<file path="src/rtl/vx_execute_vec_sequencer.sv">
// Execute-request sequencer: expands each accepted request into one beat
// (scalar) or ceil(vl/NUM_LANES) register-group beats (vector), tagging each
// beat with destination register, beat index, sop/eop and a lane mask.
module vx_execute_vec_sequencer #(
    parameter int NUM_LANES    = 4,
    parameter int VLMAX_GROUPS = 8,
    parameter int NR_BITS      = 5,
    parameter int PAYLOAD_W    = 256,
    parameter int VL_BITS      = $clog2(VLMAX_GROUPS*NUM_LANES)+1
) (
    input  logic                 clk,
    input  logic                 reset_n,
    input  logic                 flush,
    input  logic                 in_valid,
    output logic                 in_ready,
    input  logic [PAYLOAD_W-1:0] in_payload,
    input  logic [NUM_LANES-1:0] in_tmask,
    input  logic                 in_is_vec,
    input  logic [NR_BITS-1:0]   in_vd,
    input  logic [VL_BITS-1:0]   in_vl,
    output logic                 out_valid,
    input  logic                 out_ready,
    output logic [PAYLOAD_W-1:0] out_payload,
    output logic [NUM_LANES-1:0] out_tmask,
    output logic                 out_is_vec,
    output logic [NR_BITS-1:0]   out_vd,
    output logic [NR_BITS-1:0]   out_vd_lane_id,
    output logic                 out_vd_is_last,
    output logic                 out_sop,
    output logic                 out_eop,
    output logic                 vl_clamp
);

    localparam int CAP    = VLMAX_GROUPS * NUM_LANES;
    localparam int BEAT_W = (VLMAX_GROUPS > 1) ? $clog2(VLMAX_GROUPS) : 1;
    localparam int CW     = VL_BITS + 1;
    localparam logic [VL_BITS-1:0] CAP_VL = VL_BITS'(CAP);

    typedef enum logic {ST_IDLE, ST_ISSUE} state_e;

    state_e                 state_q, state_d;
    logic [BEAT_W-1:0]      beat_q, beat_d;
    logic [BEAT_W-1:0]      last_q;
    logic [PAYLOAD_W-1:0]   payload_q;
    logic [NUM_LANES-1:0]   tmask_q;
    logic                   is_vec_q;
    logic [NR_BITS-1:0]     vd_q;
    logic [VL_BITS-1:0]     vle_q;
    logic                   clamp_q;

    logic                   load;
    logic                   fire;
    logic                   at_last;
    logic                   over_cap;
    logic [VL_BITS-1:0]     vle_in;
    logic [CW-1:0]          groups_in;
    logic [BEAT_W-1:0]      last_in;

    assign fire    = out_valid & out_ready;
    assign at_last = (beat_q == last_q);

    // Effective vl and index of the final beat for the incoming request
    always_comb begin
        over_cap  = (in_vl > CAP_VL);
        vle_in    = over_cap ? CAP_VL : in_vl;
        groups_in = ({1'b0, vle_in} + CW'(NUM_LANES - 1)) / CW'(NUM_LANES);
        last_in   = '0;
        if (in_is_vec && (groups_in != '0)) begin
            last_in = BEAT_W'(groups_in - CW'(1));
        end
    end

    // FSM state and beat counter registers
    always_ff @(posedge clk or negedge reset_n) begin
        if (!reset_n) begin
            state_q <= ST_IDLE;
            beat_q  <= '0;
        end else begin
            state_q <= state_d;
            beat_q  <= beat_d;
        end
    end

    // Next state, beat advance, accept decision; flush overrides everything
    always_comb begin
        state_d  = state_q;
        beat_d   = beat_q;
        load     = 1'b0;
        in_ready = 1'b0;
        case (state_q)
            ST_IDLE: begin
                in_ready = 1'b1;
                if (in_valid) begin
                    load    = 1'b1;
                    state_d = ST_ISSUE;
                    beat_d  = '0;
                end
            end
            ST_ISSUE: begin
                if (fire) begin
                    if (at_last) begin
                        in_ready = 1'b1;
                        beat_d   = '0;
                        if (in_valid) begin
                            load = 1'b1;
                        end else begin
                            state_d = ST_IDLE;
                        end
                    end else begin
                        beat_d = beat_q + 1'b1;
                    end
                end
            end
            default: state_d = ST_IDLE;
        endcase
        if (flush) begin
            state_d = ST_IDLE;
            beat_d  = '0;
            load    = 1'b0;
        end
    end

    // Request fields latched on accept; clamp flag pulses for one cycle
    always_ff @(posedge clk or negedge reset_n) begin
        if (!reset_n) begin
            payload_q <= '0;
            tmask_q   <= '0;
            is_vec_q  <= 1'b0;
            vd_q      <= '0;
            vle_q     <= '0;
            last_q    <= '0;
            clamp_q   <= 1'b0;
        end else begin
            clamp_q <= load & in_is_vec & over_cap;
            if (load) begin
                payload_q <= in_payload;
                tmask_q   <= in_tmask;
                is_vec_q  <= in_is_vec;
                vd_q      <= in_vd;
                vle_q     <= vle_in;
                last_q    <= last_in;
            end
        end
    end

    assign out_valid      = (state_q == ST_ISSUE);
    assign out_payload    = payload_q;
    assign out_is_vec     = is_vec_q;
    assign out_vd         = vd_q + NR_BITS'(beat_q);
    assign out_vd_lane_id = NR_BITS'(beat_q);
    assign out_sop        = out_valid & (beat_q == '0);
    assign out_eop        = out_valid & at_last;
    assign out_vd_is_last = out_eop;
    assign vl_clamp       = clamp_q;

    // Vector lanes beyond the effective vl are masked off in the tail beat
    generate
        for (genvar gi = 0; gi < NUM_LANES; gi++) begin : g_lane
            logic [CW-1:0] elem_idx;
            assign elem_idx      = CW'(beat_q) * CW'(NUM_LANES) + CW'(gi);
            assign out_tmask[gi] = tmask_q[gi] & (~is_vec_q | (elem_idx < {1'b0, vle_q}));
        end
    endgenerate

endmodule

</file>
<file path="config.mk">
export PLATFORM = sky130hd
export DESIGN_NAME = vx_execute_vec_sequencer
export DESIGN_NICKNAME = d
export VERILOG_FILES = /design/src/rtl/vx_execute_vec_sequencer.sv
export SDC_FILE = /design/constraint.sdc
export NUM_CORES = 1
export LEC_CHECK = 0
export BUFFER_PORTS_ARGS = -buffer_cell sky130_fd_sc_hd__buf_2
export CAP_MARGIN = 5
export CORE_AREA = 2 2 218 220
export CTS_BUF_LIST = sky130_fd_sc_hd__clkbuf_16
export CTS_CLUSTER_DIAMETER = 200
export DETAILED_ROUTE_END_ITERATION = 10
export DIE_AREA = 0 0 220 222
export PLACE_DENSITY_LB_ADDON = 0.12
export SYNTH_ARGS = -nofsm -noshare
export SYNTH_HDL_FRONTEND = slang
export SYNTH_SLANG_ARGS = --single-unit
</file>
<file path="constraint.sdc">
create_clock -name clk -period 2.05 [get_ports clk]
set_input_delay 0.1025 -clock clk [delete_from_list [all_inputs] [get_ports clk]]
set_output_delay 0.1025 -clock clk [all_outputs]
set_load 0.02 [all_outputs]
</file>
==> flow_summary.toml <==
[synthesis]
synth-edff-count = 0
post_synth.cell_area_avg_sq_um = 16.2
synthDominantAreaCellType = "sky130_fd_sc_hd__dfrtp_1"
synth_top_area_share_pct = 63.5
synthDistinctLibCells = 43
synthesis_stage_register_bit_count = 280
synth_top_flop_cell = "sky130_fd_sc_hd__dfrtp_1"
yosysWarnings = 0
syn-instance-count = 683
yosysSeqAreaShare_pct = 63.5
synth_async_sr_flop_share_pct = 100
synth_area_leaders = "sky130_fd_sc_hd__dfrtp_1 (64%), sky130_fd_sc_hd__mux2_1 (24%), sky130_fd_sc_hd__mux2_2 (3.2%)"
post_synth_instance_area_sq_mm = 0.0110

[sta]
rsz0062_at_grt = "true"
worst_hold_slack_ps = 83.3
maxSlewViolCount = 0
slew_headroom_pct = 54.8
min_period_over_period_pct = 111
totalNegativeSetupSlack_ps = -44490
finalWorstSetupSlack_ps = -216
final.setup_skew_ps = 14.4
fmax_mhz = 441
worst_tran_pin_value_ps = 678
setup_viol_count_final = 275
timing.final.hold_violations = 0
finalCriticalPeriod_ps = 2270

[run]
max_cap_viol_count = 0

[die]
die-area_sq_mm = 0.0488
boundaryPins = 554
start_util_pct = 23.8
die_height_microns = 222
core_region_area_sq_mm = 0.0463
die_width_microns = 220
rows = 79

[worst_setup_path]
crit_path_max_incr_delay_ps = 430
crit_family = "buffers and inverters"
worst-endpoint-arrival_ps = 2660
crit_path_top_delay_cell = "sky130_fd_sc_hd__dfrtp_2"
critPathMaxFanout = 18
critical_path.reg2reg.endpoint = "out_payload[164]$_DFFE_PN0P_"
regToRegStartpoint = "beat_q[1]$_DFFE_PN0P_"
worst_endpoint_required_time_ps = 2450
endpoint_kind = "register"
r2r_setup_slack_ps = -220
cp_num_buf_inv = 3
r2r_cells = 7
timing.critical_path.cells = "xor2_2, o41ai_4, nor3b_4, buf_6, buf_12, clkbuf_16, mux2_1"
timing_worst_setup_path_type = "reg2reg"
critical_path.startpoint_type = "register"

[placed_design]
post-place-ws_ps = -196
gp_congestion = 0.769
numPortBuffers = 551
hpwl_microns = 28400

[global_routing]
grt_pass1_wl_microns = 57400
gr-total-overflow = 0
grt_max_degree = 74
antenna_violations_before_repair = 1
groute.usage.overall_pct = 15.2
first_global_vias = 9943

[clock_tree]
numCtsBuffers = 34
cts.clk_slew.worst_paths_ps = 60
clkLatencyLatePin_ps = 530
clock_sinks = 280
root_buffer = "sky130_fd_sc_hd__clkbuf_16"
clock_tree_from_tritoncts = "built"
htree_num_levels = 2
clk_path_buf_depth = 3

[hold_path]
worstHoldPathType = "in2reg"
whs_path_depth = 4
hold_start = "in_vl[0]"
holdPathEnd = "vle_q[0]$_DFFE_PN0P_"

[power]
total_power_uw = 19000
cellPowerDensity_mw_per_mm2 = 992
irDropWorstVdd_uv = 613
cellLeakagePower_uw = 0.00919

[routing]
via_per_inst = 4.08
drtPass1Iterations = 4
route.antenna.remaining_nets = 0
route.final.wire_length_microns = 38600
routed-via-count = 9021
route.detailed.drc = 0
detail_route.iter0.violations = 271
post_drt_wl_per_cell_microns = 17.4

[finish]
nets = 1869
fill_cells = 4373
post_route_cells_drive_above_1_share_pct = 45.4
syn2layout_area_growth_pct = 73.9

[outcome]
status = "finished, violations left"
violations_in_the_final_reports = "setup timing"
[cell usage after synthesis (all sizes together) (2+ instances only)]
cell    count
nor3b       2
inv        14
nor3        2
o22ai       2
mux2      271
xor2        4
dfrtp     280
a21boi      3
and2        2
xnor2       3
o21ai       4
buf        33
nand2b      6
nor2b       6
ha         11
nor2        6
nand2       2
a22o        2
a21o        4
mux2i       3
a21oi       4
nand4b      2
[worst max path at each step]
stage,from,end,slack [ps],cells after the start
6_report,beat_q[1]$_DFFE_PN0P_,out_payload[164]$_DFFE_PN0P_,-220,7
2_1_floorplan,beat_q[1]$_DFFE_PN0P_,out_payload[100]$_DFFE_PN0P_,-330,6
5_1_grt,beat_q[0]$_DFFE_PN0P_,out_payload[115]$_DFFE_PN0P_,-330,8
3_3_place_gp,beat_q[1]$_DFFE_PN0P_,out_payload[156]$_DFFE_PN0P_,-180,6
3_5_place_dp,beat_q[1]$_DFFE_PN0P_,out_payload[156]$_DFFE_PN0P_,-200,6
4_1_cts,beat_q[0]$_DFFE_PN0P_,out_payload[194]$_DFFE_PN0P_,-220,7
[registers in the layout (all words and copies together), names as in the netlist]
name         cells
last_q           3
beat_q           3
vd_q             5
vl_clamp         1
out_is_vec       1
tmask_q          4
vle_q            6
out_payload    256
out_valid        1
[layout make-up]
type | instances | area [sq um] | area share, %
flip-flops and latches | 280 | 7010 | 36.5
repair buffers | 894 | 6410 | 33.4
multi-input cells | 356 | 3920 | 20.4
clock buffers | 35 | 876 | 4.56
well taps | 607 | 759 | 3.96
clock inverters | 26 | 161 | 0.841
inverters | 14 | 52.6 | 0.274
diodes | 1 | 2.50 | 0.0130
[stage by stage]
step	util, %	instances	cell area, sq um
final	41.5	2213	19200
after global routing	41.5	2213	19200
after CTS	40.9	2203	18900
after detailed placement	32.3	1860	14900
after global placement	32.3	1860	14900
after floorplan	-	684	11100
[cell usage in the layout (no fill, tap or decap), types with 3 or more instances in the layout]
master                          instances
sky130_fd_sc_hd__buf_2                545
sky130_fd_sc_hd__dfrtp_1              279
sky130_fd_sc_hd__dlygate4sd3_1        277
sky130_fd_sc_hd__mux2_1               219
sky130_fd_sc_hd__buf_4                 42
sky130_fd_sc_hd__clkbuf_16             40
sky130_fd_sc_hd__inv_1                 26
sky130_fd_sc_hd__mux2_2                26
sky130_fd_sc_hd__mux2_4                26
sky130_fd_sc_hd__buf_12                17
sky130_fd_sc_hd__ha_1                   7
sky130_fd_sc_hd__nand2b_1               6
sky130_fd_sc_hd__nor2b_1                6
sky130_fd_sc_hd__nor2_1                 6
sky130_fd_sc_hd__clkinv_2               5
sky130_fd_sc_hd__buf_6                  5
sky130_fd_sc_hd__a21o_1                 4
sky130_fd_sc_hd__ha_4                   4
sky130_fd_sc_hd__clkinv_1               4
sky130_fd_sc_hd__xnor2_1                3
sky130_fd_sc_hd__a21boi_1               3
sky130_fd_sc_hd__a21oi_1                3
sky130_fd_sc_hd__mux2i_1                3
[cell families (layout without fill, tap and decap cells)]
family | after synthesis | after routing | share of synthesized area [%]
flip-flops | 280 | 280 | 63.5
multiplexers | 274 | 274 | 27.9
buffers and inverters | 48 | 969 | 2.82
AND/OR/NAND/NOR | 32 | 32 | 1.74
AO/OA/AOI/OAI | 29 | 29 | 1.97
adder cells (fa/ha/maj) | 12 | 12 | 1.43
XOR/XNOR | 7 | 7 | 0.556
other | 1 | 3 | 0.0340
[timing repair]
| item | 4_1_cts | 5_1_grt |
|---|---|---|
| gates cloned | 0 | 5 |
| pin swaps | 9 | 7 |
| buffers inserted | 5 | 4 |
| setup endpoints to repair | 275 | 287 |
| gates resized for setup | 35 | 22 |
| hold buffers | 277 | 0 |
| hold endpoints to repair | 333 | 0 |
[worst reg2reg max path: stages, from the launching register on]
cell	delay [ps]
sky130_fd_sc_hd__dfrtp_2	430
sky130_fd_sc_hd__xor2_2	200
sky130_fd_sc_hd__o41ai_4	370
sky130_fd_sc_hd__nor3b_4	260
sky130_fd_sc_hd__buf_6	140
sky130_fd_sc_hd__buf_12	190
sky130_fd_sc_hd__clkbuf_16	240
sky130_fd_sc_hd__mux2_1	320
[metal layers]
metal	vias to the layer above	routed length (microns)	GRT usage [%]	part of all wire (%)
met5	-	0	0	0
met4	0	690	3.85	1.8
met3	44	3900	6.47	10
met2	362	18900	26.4	49
met1	4421	15100	17.1	39
li1	4194	-	-	-
[power by group]
part | switching (uW) | internal [uW] | total [uW]
logic | 3320 | 2570 | 5890
clock network | 2370 | 3330 | 5700
registers | 640 | 6800 | 7440
total | 6330 | 12700 | 19000
Note: power is estimated with default switching activity, not from simulation.
